**src/rtl/tim_apb_pkg.sv**
```systemverilog
// Shared definitions for the timer APB initiator: FSM state codes, timer register map
// and the response payload used by the master and its bench.
package tim_apb_pkg;

  localparam int unsigned APB_ADDR_W = 12;
  localparam int unsigned APB_DATA_W = 32;

  localparam logic [1:0] ST_IDLE   = 2'd0;
  localparam logic [1:0] ST_SETUP  = 2'd1;
  localparam logic [1:0] ST_ACCESS = 2'd2;
  localparam logic [1:0] ST_RESP   = 2'd3;

  // Timer register slave map (byte addresses)
  localparam logic [APB_ADDR_W-1:0] TCR_ADDR   = 12'h000;
  localparam logic [APB_ADDR_W-1:0] TDR0_ADDR  = 12'h004;
  localparam logic [APB_ADDR_W-1:0] TDR1_ADDR  = 12'h008;
  localparam logic [APB_ADDR_W-1:0] TCMP0_ADDR = 12'h00C;
  localparam logic [APB_ADDR_W-1:0] TCMP1_ADDR = 12'h010;
  localparam logic [APB_ADDR_W-1:0] TIER_ADDR  = 12'h014;
  localparam logic [APB_ADDR_W-1:0] TISR_ADDR  = 12'h018;
  localparam logic [APB_ADDR_W-1:0] THCSR_ADDR = 12'h01C;

  typedef struct packed {
    logic [APB_DATA_W-1:0] rdata;
    logic                  err;
    logic                  timeout;
  } tim_rsp_t;

endpackage

```
**src/rtl/tim_apb_master_if.sv**
```systemverilog
// APB bus between the timer APB initiator (master) and the timer register slave.
interface tim_apb_master_if #(
  parameter int unsigned ADDR_W = 12,
  parameter int unsigned DATA_W = 32
);
  localparam int unsigned STRB_W = DATA_W / 8;

  logic              psel;
  logic              penable;
  logic              pwrite;
  logic [ADDR_W-1:0] paddr;
  logic [DATA_W-1:0] pwdata;
  logic [STRB_W-1:0] pstrb;
  logic [DATA_W-1:0] prdata;
  logic              pready;
  logic              pslverr;

  modport master (
    output psel, penable, pwrite, paddr, pwdata, pstrb,
    input  prdata, pready, pslverr
  );

  modport slave (
    input  psel, penable, pwrite, paddr, pwdata, pstrb,
    output prdata, pready, pslverr
  );
endinterface

```
**src/rtl/tim_apb_wdog.sv**
```systemverilog
// ACCESS-phase watchdog for the timer APB initiator; compiled only when APB_TIMEOUT_EN is defined.
`ifdef APB_TIMEOUT_EN
module tim_apb_wdog #(
  parameter int unsigned TIMEOUT_CYCLES = 255
) (
  input  logic sys_clk,
  input  logic sys_rst_n,
  input  logic clr,
  input  logic inc,
  output logic expire_c
);
  localparam int unsigned CLOG_W = $clog2(TIMEOUT_CYCLES + 1);
  localparam int unsigned CNT_W  = (CLOG_W > 8) ? CLOG_W : 8;

  logic [CNT_W-1:0] cnt_q;

  always_ff @(posedge sys_clk or negedge sys_rst_n) begin
    if (!sys_rst_n) begin
      cnt_q <= '0;
    end else if (clr) begin
      cnt_q <= '0;
    end else if (inc) begin
      cnt_q <= cnt_q + CNT_W'(1);
    end
  end

  // Fires on the stalled cycle that would bring the count to TIMEOUT_CYCLES
  assign expire_c = inc && (cnt_q == CNT_W'(TIMEOUT_CYCLES - 1));
endmodule
`endif

```
**src/rtl/tim_apb_master.sv**
```systemverilog
// APB initiator for the timer register slave: single-beat command in, SETUP/ACCESS, response out.
// Define APB_TIMEOUT_EN to abort ACCESS phases stalled for TIMEOUT_CYCLES cycles.
module tim_apb_master
  import tim_apb_pkg::*;
#(
  parameter int unsigned ADDR_W         = 12,
  parameter int unsigned DATA_W         = 32,
  parameter int unsigned TIMEOUT_CYCLES = 255
) (
  input  logic                  sys_clk,
  input  logic                  sys_rst_n,
  input  logic                  cmd_valid,
  output logic                  cmd_ready,
  input  logic                  cmd_write,
  input  logic [ADDR_W-1:0]     cmd_addr,
  input  logic [DATA_W-1:0]     cmd_wdata,
  input  logic [DATA_W/8-1:0]   cmd_strb,
  output logic                  rsp_valid,
  input  logic                  rsp_ready,
  output logic [DATA_W-1:0]     rsp_rdata,
  output logic                  rsp_err,
  output logic                  rsp_timeout,
  output logic                  busy,
  tim_apb_master_if.master      apb
);
  localparam int unsigned STRB_W = DATA_W / 8;

  if (TIMEOUT_CYCLES == 0) begin : g_bad_timeout
    $error("tim_apb_master: TIMEOUT_CYCLES must be nonzero");
  end

  logic [1:0]        state_q, state_d;
  logic              psel_q, penable_q, pwrite_q;
  logic [ADDR_W-1:0] paddr_q;
  logic [DATA_W-1:0] pwdata_q;
  logic [STRB_W-1:0] pstrb_q;
  logic              accept_c, misaligned_c, done_c, timeout_c;

  assign cmd_ready    = (state_q == ST_IDLE);
  assign accept_c     = cmd_valid && cmd_ready;
  assign misaligned_c = (cmd_addr[1:0] != 2'b00);
  assign done_c       = (state_q == ST_ACCESS) && apb.pready;

`ifdef APB_TIMEOUT_EN
  tim_apb_wdog #(
    .TIMEOUT_CYCLES (TIMEOUT_CYCLES)
  ) u_wdog (
    .sys_clk   (sys_clk),
    .sys_rst_n (sys_rst_n),
    .clr       (state_q == ST_SETUP),
    .inc       ((state_q == ST_ACCESS) && !apb.pready),
    .expire_c  (timeout_c)
  );
`else
  assign timeout_c = 1'b0;
`endif

  // Next-state logic
  always_comb begin
    state_d = state_q;
    case (state_q)
      ST_IDLE:   if (accept_c) state_d = misaligned_c ? ST_RESP : ST_SETUP;
      ST_SETUP:  state_d = ST_ACCESS;
      ST_ACCESS: if (apb.pready || timeout_c) state_d = ST_RESP;
      ST_RESP:   if (rsp_ready) state_d = ST_IDLE;
      default:   state_d = ST_IDLE;
    endcase
  end

  // State, registered bus/response outputs and command capture
  always_ff @(posedge sys_clk or negedge sys_rst_n) begin
    if (!sys_rst_n) begin
      state_q     <= ST_IDLE;
      psel_q      <= 1'b0;
      penable_q   <= 1'b0;
      pwrite_q    <= 1'b0;
      paddr_q     <= '0;
      pwdata_q    <= '0;
      pstrb_q     <= '0;
      rsp_valid   <= 1'b0;
      rsp_rdata   <= '0;
      rsp_err     <= 1'b0;
      rsp_timeout <= 1'b0;
      busy        <= 1'b0;
    end else begin
      state_q   <= state_d;
      psel_q    <= (state_d == ST_SETUP) || (state_d == ST_ACCESS);
      penable_q <= (state_d == ST_ACCESS);
      rsp_valid <= (state_d == ST_RESP);
      busy      <= (state_d != ST_IDLE);
      if (accept_c) begin
        paddr_q     <= cmd_addr;
        pwrite_q    <= cmd_write;
        pwdata_q    <= cmd_write ? cmd_wdata : '0;
        pstrb_q     <= cmd_write ? cmd_strb  : '0;
        rsp_rdata   <= '0;
        rsp_err     <= misaligned_c;
        rsp_timeout <= 1'b0;
      end
      if (done_c) begin
        rsp_rdata <= (pwrite_q || apb.pslverr) ? '0 : apb.prdata;
        rsp_err   <= apb.pslverr;
      end else if (timeout_c) begin
        rsp_rdata   <= '0;
        rsp_err     <= 1'b1;
        rsp_timeout <= 1'b1;
      end
    end
  end

  assign apb.psel    = psel_q;
  assign apb.penable = penable_q;
  assign apb.pwrite  = pwrite_q;
  assign apb.paddr   = paddr_q;
  assign apb.pwdata  = pwdata_q;
  assign apb.pstrb   = pstrb_q;
endmodule

```
**src/flat_wrapper.sv**
```systemverilog
// flat-port wrapper written by rule: the top's interface ports become plain ports
module tim_apb_master_flat import tim_apb_pkg::*;
#(
  parameter int unsigned ADDR_W         = 12,
  parameter int unsigned DATA_W         = 32,
  parameter int unsigned TIMEOUT_CYCLES = 255
)
  (sys_clk, sys_rst_n, cmd_valid, cmd_ready, cmd_write, cmd_addr, cmd_wdata, cmd_strb, rsp_valid, rsp_ready, rsp_rdata, rsp_err, rsp_timeout, busy, apb_psel, apb_penable, apb_pwrite, apb_paddr, apb_pwdata, apb_pstrb, apb_prdata, apb_pready, apb_pslverr);
  tim_apb_master_if #(.ADDR_W(ADDR_W), .DATA_W(DATA_W)) apb_i ();
  input  logic sys_clk;
  input  logic sys_rst_n;
  input  logic cmd_valid;
  output logic cmd_ready;
  input  logic cmd_write;
  input  logic [ADDR_W-1:0] cmd_addr;
  input  logic [DATA_W-1:0] cmd_wdata;
  input  logic [DATA_W/8-1:0] cmd_strb;
  output logic rsp_valid;
  input  logic rsp_ready;
  output logic [DATA_W-1:0] rsp_rdata;
  output logic rsp_err;
  output logic rsp_timeout;
  output logic busy;
  output wire logic [$bits(apb_i.psel)-1:0] apb_psel;
  output wire logic [$bits(apb_i.penable)-1:0] apb_penable;
  output wire logic [$bits(apb_i.pwrite)-1:0] apb_pwrite;
  output wire logic [$bits(apb_i.paddr)-1:0] apb_paddr;
  output wire logic [$bits(apb_i.pwdata)-1:0] apb_pwdata;
  output wire logic [$bits(apb_i.pstrb)-1:0] apb_pstrb;
  input wire logic [$bits(apb_i.prdata)-1:0] apb_prdata;
  input wire logic [$bits(apb_i.pready)-1:0] apb_pready;
  input wire logic [$bits(apb_i.pslverr)-1:0] apb_pslverr;
  assign apb_psel = apb_i.psel;
  assign apb_penable = apb_i.penable;
  assign apb_pwrite = apb_i.pwrite;
  assign apb_paddr = apb_i.paddr;
  assign apb_pwdata = apb_i.pwdata;
  assign apb_pstrb = apb_i.pstrb;
  assign apb_i.prdata = apb_prdata;
  assign apb_i.pready = apb_pready;
  assign apb_i.pslverr = apb_pslverr;
  tim_apb_master #(.ADDR_W(ADDR_W), .DATA_W(DATA_W), .TIMEOUT_CYCLES(TIMEOUT_CYCLES)) u_core (.sys_clk(sys_clk), .sys_rst_n(sys_rst_n), .cmd_valid(cmd_valid), .cmd_ready(cmd_ready), .cmd_write(cmd_write), .cmd_addr(cmd_addr), .cmd_wdata(cmd_wdata), .cmd_strb(cmd_strb), .rsp_valid(rsp_valid), .rsp_ready(rsp_ready), .rsp_rdata(rsp_rdata), .rsp_err(rsp_err), .rsp_timeout(rsp_timeout), .busy(busy), .apb(apb_i));
endmodule
```
**config.mk**
```make
export PLATFORM = sky130hd
export DESIGN_NAME = tim_apb_master_flat
export DESIGN_NICKNAME = d
export VERILOG_FILES = /design/src/rtl/tim_apb_pkg.sv /design/src/rtl/tim_apb_master_if.sv /design/src/rtl/tim_apb_wdog.sv /design/src/rtl/tim_apb_master.sv /design/src/flat_wrapper.sv
export SDC_FILE = /design/constraint.sdc
export NUM_CORES = 1
export LEC_CHECK = 0
export ABC_AREA = 0
export ABC_CLOCK_PERIOD_IN_PS = 1820
export CELL_PAD_IN_SITES_DETAIL_PLACEMENT = 1
export CELL_PAD_IN_SITES_GLOBAL_PLACEMENT = 1
export CORE_MARGIN = 1
export CORE_UTILIZATION = 45
export DETAILED_ROUTE_END_ITERATION = 10
export DONT_BUFFER_PORTS = 1
export PLACE_DENSITY = 0.84
export SYNTH_ARGS = -nofsm -noshare
export SYNTH_HDL_FRONTEND = slang
export SYNTH_SLANG_ARGS = --single-unit
```
**constraint.sdc**
```tcl
create_clock -name sys_clk -period 1.82 [get_ports sys_clk]
set_clock_uncertainty 0.05 [all_clocks]
set_input_delay 0.455 -clock sys_clk [delete_from_list [all_inputs] [get_ports sys_clk]]
set_output_delay 0.455 -clock sys_clk [all_outputs]
set_load 0.01 [all_outputs]
```
# After elaboration in Yosys (flattened, before gate mapping)
# Index checks and enable logic that the tools add are counted.
[classes]
n_mux = 12
n_eq_ne = 6
reduce_logical = 8
[ops]
columns = ["cell", "n"]
rows = [
  ["$mux W32", 4],
  ["$eq A2 B2 Y1 const B", 4],
  ["$mux W2", 4],
  ["$pmux W2 S4", 1],
  ["$reduce_bool A2 Y1", 3],
  ["$eq A2 B1 Y1 const B", 2],
  ["$mux W4", 1],
  ["$logic_and A1 B1 Y1", 2],
  ["$logic_not A2 Y1", 1],
  ["$logic_or A1 B1 Y1", 2],
  ["$mux W1", 2],
]
[word_totals]
output_inout_bits = 88
elab_cells = 37
reg_bits = 88
input_bits = 87

# Longest topological paths before layout
# Gate-level depths: netlist (run 1).
[depth]
word_depth = 6
mapped_depth = 7
ltp_nobuf = 5

# Worst setup path after synthesis (run 1)
# Ideal clock, no wire load.
[synth_timing]
path_kind = "input-to-reg"
from = "in cmd_valid"
to = "reg u_core.rsp_err"
required_time_ps = 1645
t_arrival_ps = 1418
cell_stages = 5
path_slack_ps = 227
cell_sequence = "or3b_1 > buf_6 > buf_12 > mux2i_1 > mux2_2"
[synth_between]
elab_chain_len = 2
[synth_lines]
columns = ["item", "line_no", "source"]
rows = [
  ["from (decl)", "flat_wrapper.sv:12", "input logic cmd_valid;"],
  ["$logic_and A1 B1 Y1", "tim_apb_master.sv:40", "assign accept_c = cmd_valid && cmd_ready;"],
  ["$reduce_bool A2 Y1 (no line)", "-", ""],
  ["to (signal assigned)", "tim_apb_master.sv:97", "rsp_err <= misaligned_c;"],
  ["to (signal assigned)", "tim_apb_master.sv:102", "rsp_err <= apb.pslverr;"],
  ["to (decl)", "tim_apb_master.sv:21", "output logic rsp_err,"],
]
# Every way passes these cells.
# A chain may end at the register's enable or synchronous reset.

# Worst setup path in the final report (run 1)
[layout_timing]
from = "reg u_core.state_q[1]"
to = "reg u_core.pwdata_q[27] (netlist: u_core.apb.pwdata[27])"
[layout_between]
elab_chain_len = 2
[layout_lines]
columns = ["item", "line_no", "source"]
rows = [
  ["from (decl)", "tim_apb_master.sv:32", "logic [1:0] state_q, state_d;"],
  ["from (signal assigned)", "tim_apb_master.sv:86", "state_q <= state_d;"],
  ["$logic_not A2 Y1", "tim_apb_master.sv:39", "assign cmd_ready = (state_q == ST_IDLE);"],
  ["$logic_and A1 B1 Y1", "tim_apb_master.sv:40", ""],
  ["to (signal assigned)", "tim_apb_master.sv:94", "pwdata_q <= cmd_write ? cmd_wdata : '0;"],
  ["to (decl)", "tim_apb_master.sv:35", "logic [DATA_W-1:0] pwdata_q;"],
]
# Every way passes these cells.

==> impl_metrics.yaml, run 1 <==
worst_setup_path:
  r2r_slack_ns: 0.18
  startpoint: "u_core.state_q[1]"
  reg2reg_to: "u_core.apb.pwdata[27]"
  cp-end-kind: "register"
  cp.arrival_ns: 1.79
  critPathMaxFanout: 56
  reg2reg_from: "u_core.state_q[1]"
  crit_end: "u_core.apb.pwdata[27]"
  critPathRequiredTime_ns: 1.96
  critical_path_class: "reg -> reg"
  startpoint_type: "register"
  r2r_cells: 4
floorplan:
  core_area_um2: 7330
  die_h_um: 89.7
  die_w_um: 89.7
  start_util_pct: 47.2
  row_count: 31
  ios: 175
  die_area_um2: 8040
cts:
  clk_latency_ns: 0.34
  cts_buffers: 9
  cts_root_buf: "clkbuf_8"
  cts.clk_slew.worst_paths_ns: 0.09
  cts.path.max_buffers: 2
  cts_resized: 0
  cts_tree: "built"
  cts-htree-levels: 3
  clkSinkCount: 88
placement:
  place_area_um2: 3460
  dpl.hpwl_um: 5450
  io_buffer_count: 0
  place_congestion: 0.679
  placed_cells: 366
drt:
  drc: 0
  ant_nets: 0
  via_per_inst: 5.52
  drt_iter0_drc: 101
  post_drt_wl_per_cell_um: 20.0
  routed_wl_um: 7620
  drt_pass1_iterations: 4
  vias: 2109
logic_synthesis:
  synth_edf_count: 0
  seq_area_frac_synth_pct: 63.7
  syn_avg_cell_area_um2: 12.1
  async_flop_share_pct: 100
  synth-main-ff-cell: "dfrtp_1"
  ys_seq_elements: 88
  syn-num-nets: 375
  syn_area_um2: 3460
  yosys_warnings: 0
  netlist_instances: 285
  synth.distinct_cells: 23
status:
  violations: "negative hold slack"
  status: "complete, but fails checks"
sta:
  finalHoldViolCount: 88
  fin_crit_sh_pct: 90.4
  max_freq_ghz: 0.608
  hold_slack_ns: -0.255
  tns_ns: 0
  finalSetupViolations: 0
  slew_viol_final: 0
  period_needed_ns: 1.64
  rsz0062_at_grt: "no"
power_and_ir_drop:
  powerDensity_nw_per_um2: 1860
  p_leak_nw: 1.80
  worst_ir_drop_vdd_mv: 0.730
grt:
  grt.total_usage_pct: 18.5
  grt_max_degree: 89
  grt_antenna_before_repair: 0
  grt_pass1_vias: 2119
  use_met3_pct: 5.21
  gr-max-usage-layer: "met2"
  use_met1_pct: 22.0
  grt_pass1_wl_um: 11000
  grtUsageMet2_pct: 31.5
  overflow: 0
finish:
  final_common_cell: "dfrtp_1"
  area_growth_pct: 7.27
  n_antenna_cell: 0
  final_cell_mix: "88 x dfrtp_1, 73 x nand2_1, 34 x o21ai_0"
  drive_gt1_share_pct: 12.7
  finalNonFillerCells: 382
  fin_area_um2: 3710
  layout.nets: 368
flow_run:
  cap_viol_max_count: 0
hold_path:
  min_path_type: "in -> async"
-- cell usage after synthesis, types with 2 or more instances --
master | count | area share (%)
nor2_1 | 2 | 0.22
mux2i_1 | 2 | 0.58
o21ai_0 | 34 | 4.9
buf_4 | 2 | 0.43
ha_1 | 3 | 1.1
nand2_1 | 73 | 7.9
buf_2 | 4 | 0.58
buf_6 | 8 | 2.6
o21ai_1 | 4 | 0.58
a22o_1 | 33 | 8.4
dfrtp_1 | 88 | 64
clkbuf_1 | 7 | 0.76
mux2_4 | 13 | 5.6
inv_1 | 3 | 0.33
-- critical path, cell delays in order (launching register included) --
cell,delay [ns]
dfrtp_1,0.45
or3b_4,0.48
buf_4,0.29
nand2_1,0.12
o21ai_0,0.10
-- metrics by stage --
step / util, % / worst slack (ns) / power [mW] / hold WS (ns)
floorplan: - / 0.227 / 4.95 / 0.109
global placement: 47.2 / 0.260 / 5.17 / 0.111
detailed placement: 47.2 / 0.187 / 5.33 / 0.110
CTS: 50.6 / 0.171 / 6.99 / -0.274
global route: 50.6 / 0.0662 / 7.33 / -0.282
finish: 50.6 / 0.175 / 6.89 / -0.255
-- power breakdown --
part           internal (mW)  switching [mW]
sequential              2.81            1.08
clock                  0.927           0.713
combinational          0.712           0.649
-- logic make-up (layout without fill, tap and decap cells) --
kind of cell | after synthesis | in the layout | share of synthesized area, %
AOI/OAI and AO/OA | 72 | 72 | 14.1
adders and majority gates | 3 | 3 | 1.09
buffers and inverters | 25 | 23 | 5.28
DFF | 88 | 88 | 63.7
muxes | 16 | 16 | 6.55
other | 1 | 1 | 0.108
and+or+nand+nor | 80 | 80 | 9.26
-- area by class of cell --
cell class / count / area (um2)
sequential: 88 / 2200
clock buffer: 9 / 124
timing repair buffer: 4 / 42.5
tap: 99 / 124
fill: 758 / 3620
multi-input combinational: 172 / 1080
inverter: 3 / 11.3
clock inverter: 7 / 124
-- registers in the layout (all words and copies together) (netlist names) --
register and cells:
u_core.rsp_valid 1, u_core.apb.pstrb 4, u_core.state_q 2, u_core.apb.pwdata 32
u_core.rsp_rdata 32, u_core.busy 1, u_core.apb.penable 1, u_core.apb.psel 1
u_core.rsp_err 1, u_core.apb.pwrite 1, u_core.apb.paddr 12
-- per-layer routing --
metal,up-vias,share of wire (%)
met1,1058,38
met3,15,6.9
met2,85,53
met5,-,0
li1,951,-
met4,0,2.0
-- worst min-delay path by stage --
| stage | start | to | depth (start not counted) |
|---|---|---|---|
| global route | sys_rst_n | u_core.apb.pwdata[22] | 0 |
| floorplan | sys_rst_n | u_core.apb.paddr[0] | 0 |
| detailed placement | sys_rst_n | u_core.apb.pwdata[22] | 0 |
| CTS | sys_rst_n | u_core.apb.pwdata[22] | 0 |
| global placement | sys_rst_n | u_core.apb.pwdata[25] | 0 |
| finish | sys_rst_n | u_core.apb.pwdata[22] | 0 |
-- what timing repair did --
item | 4_1_cts | 5_1_grt
setup buffers | 0 | 0
endpoints found under the hold margin | 88 | 88
setup endpoints to repair | 0 | 0
Note: power is estimated with default switching activity, not from simulation.
==> run 2: changes to the inputs <==
--- a/config.mk
+++ b/config.mk
@@ -6,10 +6,9 @@
 export NUM_CORES = 1
 export LEC_CHECK = 0
 export ABC_AREA = 0
-export ABC_CLOCK_PERIOD_IN_PS = 1820
 export CELL_PAD_IN_SITES_DETAIL_PLACEMENT = 1
 export CELL_PAD_IN_SITES_GLOBAL_PLACEMENT = 1
-export CORE_MARGIN = 1
+export CORE_MARGIN = 3
 export CORE_UTILIZATION = 45
 export DETAILED_ROUTE_END_ITERATION = 10
 export DONT_BUFFER_PORTS = 1
==> constraint.sdc (replaced) <==
create_clock -name sys_clk -period 1.85 [get_ports sys_clk]
set_clock_uncertainty 0.05 [all_clocks]
set_input_delay 0.4625 -clock sys_clk [delete_from_list [all_inputs] [get_ports sys_clk]]
set_output_delay 0.4625 -clock sys_clk [all_outputs]
set_load 0.01 [all_outputs]
==> run 2 against run 1 <==
The flow still finishes with violations (negative hold slack). Fmax up 1.8%. Routed wire length up 2.8%. First-iteration DRC count down 27%. Die area up 9.1%. Total power down 6.1%. Critical path depth down 1. Global-route usage down 0.69 points. Flip-flop and latch count unchanged. Sequential share of layout area up 0.81 points. Via count up 0.81%. Hold slack better by 0.0053 ns. Design area down 1.3%. Critical path type unchanged. Highest routed layer unchanged.
==> impl_metrics.yaml, run 2 (synthesis gave the netlist of run 1 again) <==
status:
  status: "complete, but fails checks"
  violations: "negative hold slack"
cts:
  cts.path.max_buffers: 2
  cts.clk_slew.worst_paths_ns: 0.09
  clk_latency_ns: 0.34
  cts_buffers: 9
  cts_root_buf: "clkbuf_8"
  cts_resized: 0
  cts_tree: "built"
  postCtsSetupBuffers: 0
  cts-htree-levels: 3
  clkSinkCount: 88
floorplan:
  start_util_pct: 46.9
  die_area_um2: 8780
  die_w_um: 93.7
  ios: 175
  core_area_um2: 7370
  row_count: 31
  die_h_um: 93.7
drt:
  drt_iter0_drc: 74
  via_per_inst: 5.57
  vias: 2126
  post_drt_wl_per_cell_um: 20.5
  drc: 0
  drt_pass1_iterations: 4
  ant_nets: 0
  routed_wl_um: 7840
placement:
  dpl.hpwl_um: 5600
  place_congestion: 0.702
  io_buffer_count: 0
  place_area_um2: 3460
  pre_cts_ws_ns: 0.245
finish:
  layout.nets: 368
  final_common_cell: "dfrtp_1"
  fill_cells: 775
  n_antenna_cell: 0
  seq_area_um2: 2200
  fin_area_um2: 3660
  final_cell_mix: "88 x dfrtp_1, 73 x nand2_1, 34 x o21ai_0"
  drive_gt1_share_pct: 12.4
  area_growth_pct: 5.82
  multiInputGateArea_um2: 1080
grt:
  overflow: 0
  grt_pass1_vias: 2245
  grt.total_usage_pct: 17.8
  grt_antenna_before_repair: 0
  grt_pass1_wl_um: 12200
  grt_max_degree: 89
power_and_ir_drop:
  clockPowerShare_pct: 20.3
  intPower_mw: 4.10
  combPwrFrac_pct: 20.4
  worst_ir_drop_vdd_mv: 0.715
  powerDensity_nw_per_um2: 1770
  switchingPower_mw: 2.38
  sw_frac_of_total_pct: 36.7
  p_leak_nw: 1.77
  seqPwrFrac_pct: 59.3
worst_setup_path:
  r2r_cells: 3
  startpoint_type: "register"
  critPathRequiredTime_ns: 2.02
  critical_path_class: "reg -> reg"
  r2r_slack_ns: 0.23
  reg2reg_to: "u_core.apb.paddr[6]"
  cp-end-kind: "register"
  cp.arrival_ns: 1.79
  reg2reg_from: "u_core.state_q[1]"
  critPathMaxFanout: 57
sta:
  fin_crit_sh_pct: 87.3
  layout_setup_ws_ns: 0.234
  finalHoldViolCount: 88
  hold_slack_ns: -0.250
  slew_viol_final: 0
  rsz0062_at_grt: "no"
  finalSetupViolations: 0
  period_needed_ns: 1.62
  tns_ns: 0
  max_freq_ghz: 0.619
flow_run:
  cap_viol_max_count: 0
hold_path:
  min_path_type: "in -> async"
==> run 2: layout make-up <==
type | count | area share, %
Sequential cell | 88 | 60.2
Multi-Input combinational cell | 172 | 29.6
Inverter | 3 | 0.308
Clock inverter | 6 | 1.91
Clock buffer | 10 | 3.49
Tap cell | 99 | 3.38
Timing Repair Buffer | 4 | 1.16
==> run 2: through the flow <==
stage	instances	total power, mW	utilization (%)
6_report	382	6.47	49.7
5_1_grt	382	6.93	49.7
4_1_cts	382	6.57	49.7
3_5_place_dp	366	5.25	47.0
3_3_place_gp	366	5.10	47.0
2_1_floorplan	285	4.87	-
==> run 2: power groups by stage <==
stage | clock, mW | combinational, mW | sequential [mW]
after floorplan | 0 | 1.24 | 3.63
final | 1.31 | 1.32 | 3.84
after global routing | 1.46 | 1.52 | 3.95
after detailed placement | 0 | 1.35 | 3.89
after global placement | 0 | 1.24 | 3.86
after CTS | 1.36 | 1.35 | 3.86
==> run 2: worst max-delay path by stage <==
stage,end,startpoint,cells past startpoint
after floorplan,u_core.rsp_err,cmd_valid,5
final,u_core.apb.paddr[6],u_core.state_q[1],3
after global routing,u_core.apb.paddr[1],u_core.state_q[1],3
after detailed placement,u_core.apb.paddr[0],u_core.state_q[1],3
after global placement,u_core.apb.paddr[0],cmd_valid,3
after CTS,u_core.apb.paddr[0],u_core.state_q[1],3
==> run 2: worst max-delay path, stage by stage (launching register included) <==
cell and delay [ns]:
dfrtp_1 0.45, or3b_4 0.45, buf_12 0.20, mux2_4 0.32
==> run 2: layer usage <==
metal,track usage (%),part of all wire [%],wire length (um)
met1,21.0,37,2930
met5,0,0,0
met2,29.0,51,4010
met4,7.94,2.1,163
met3,6.73,9.4,733
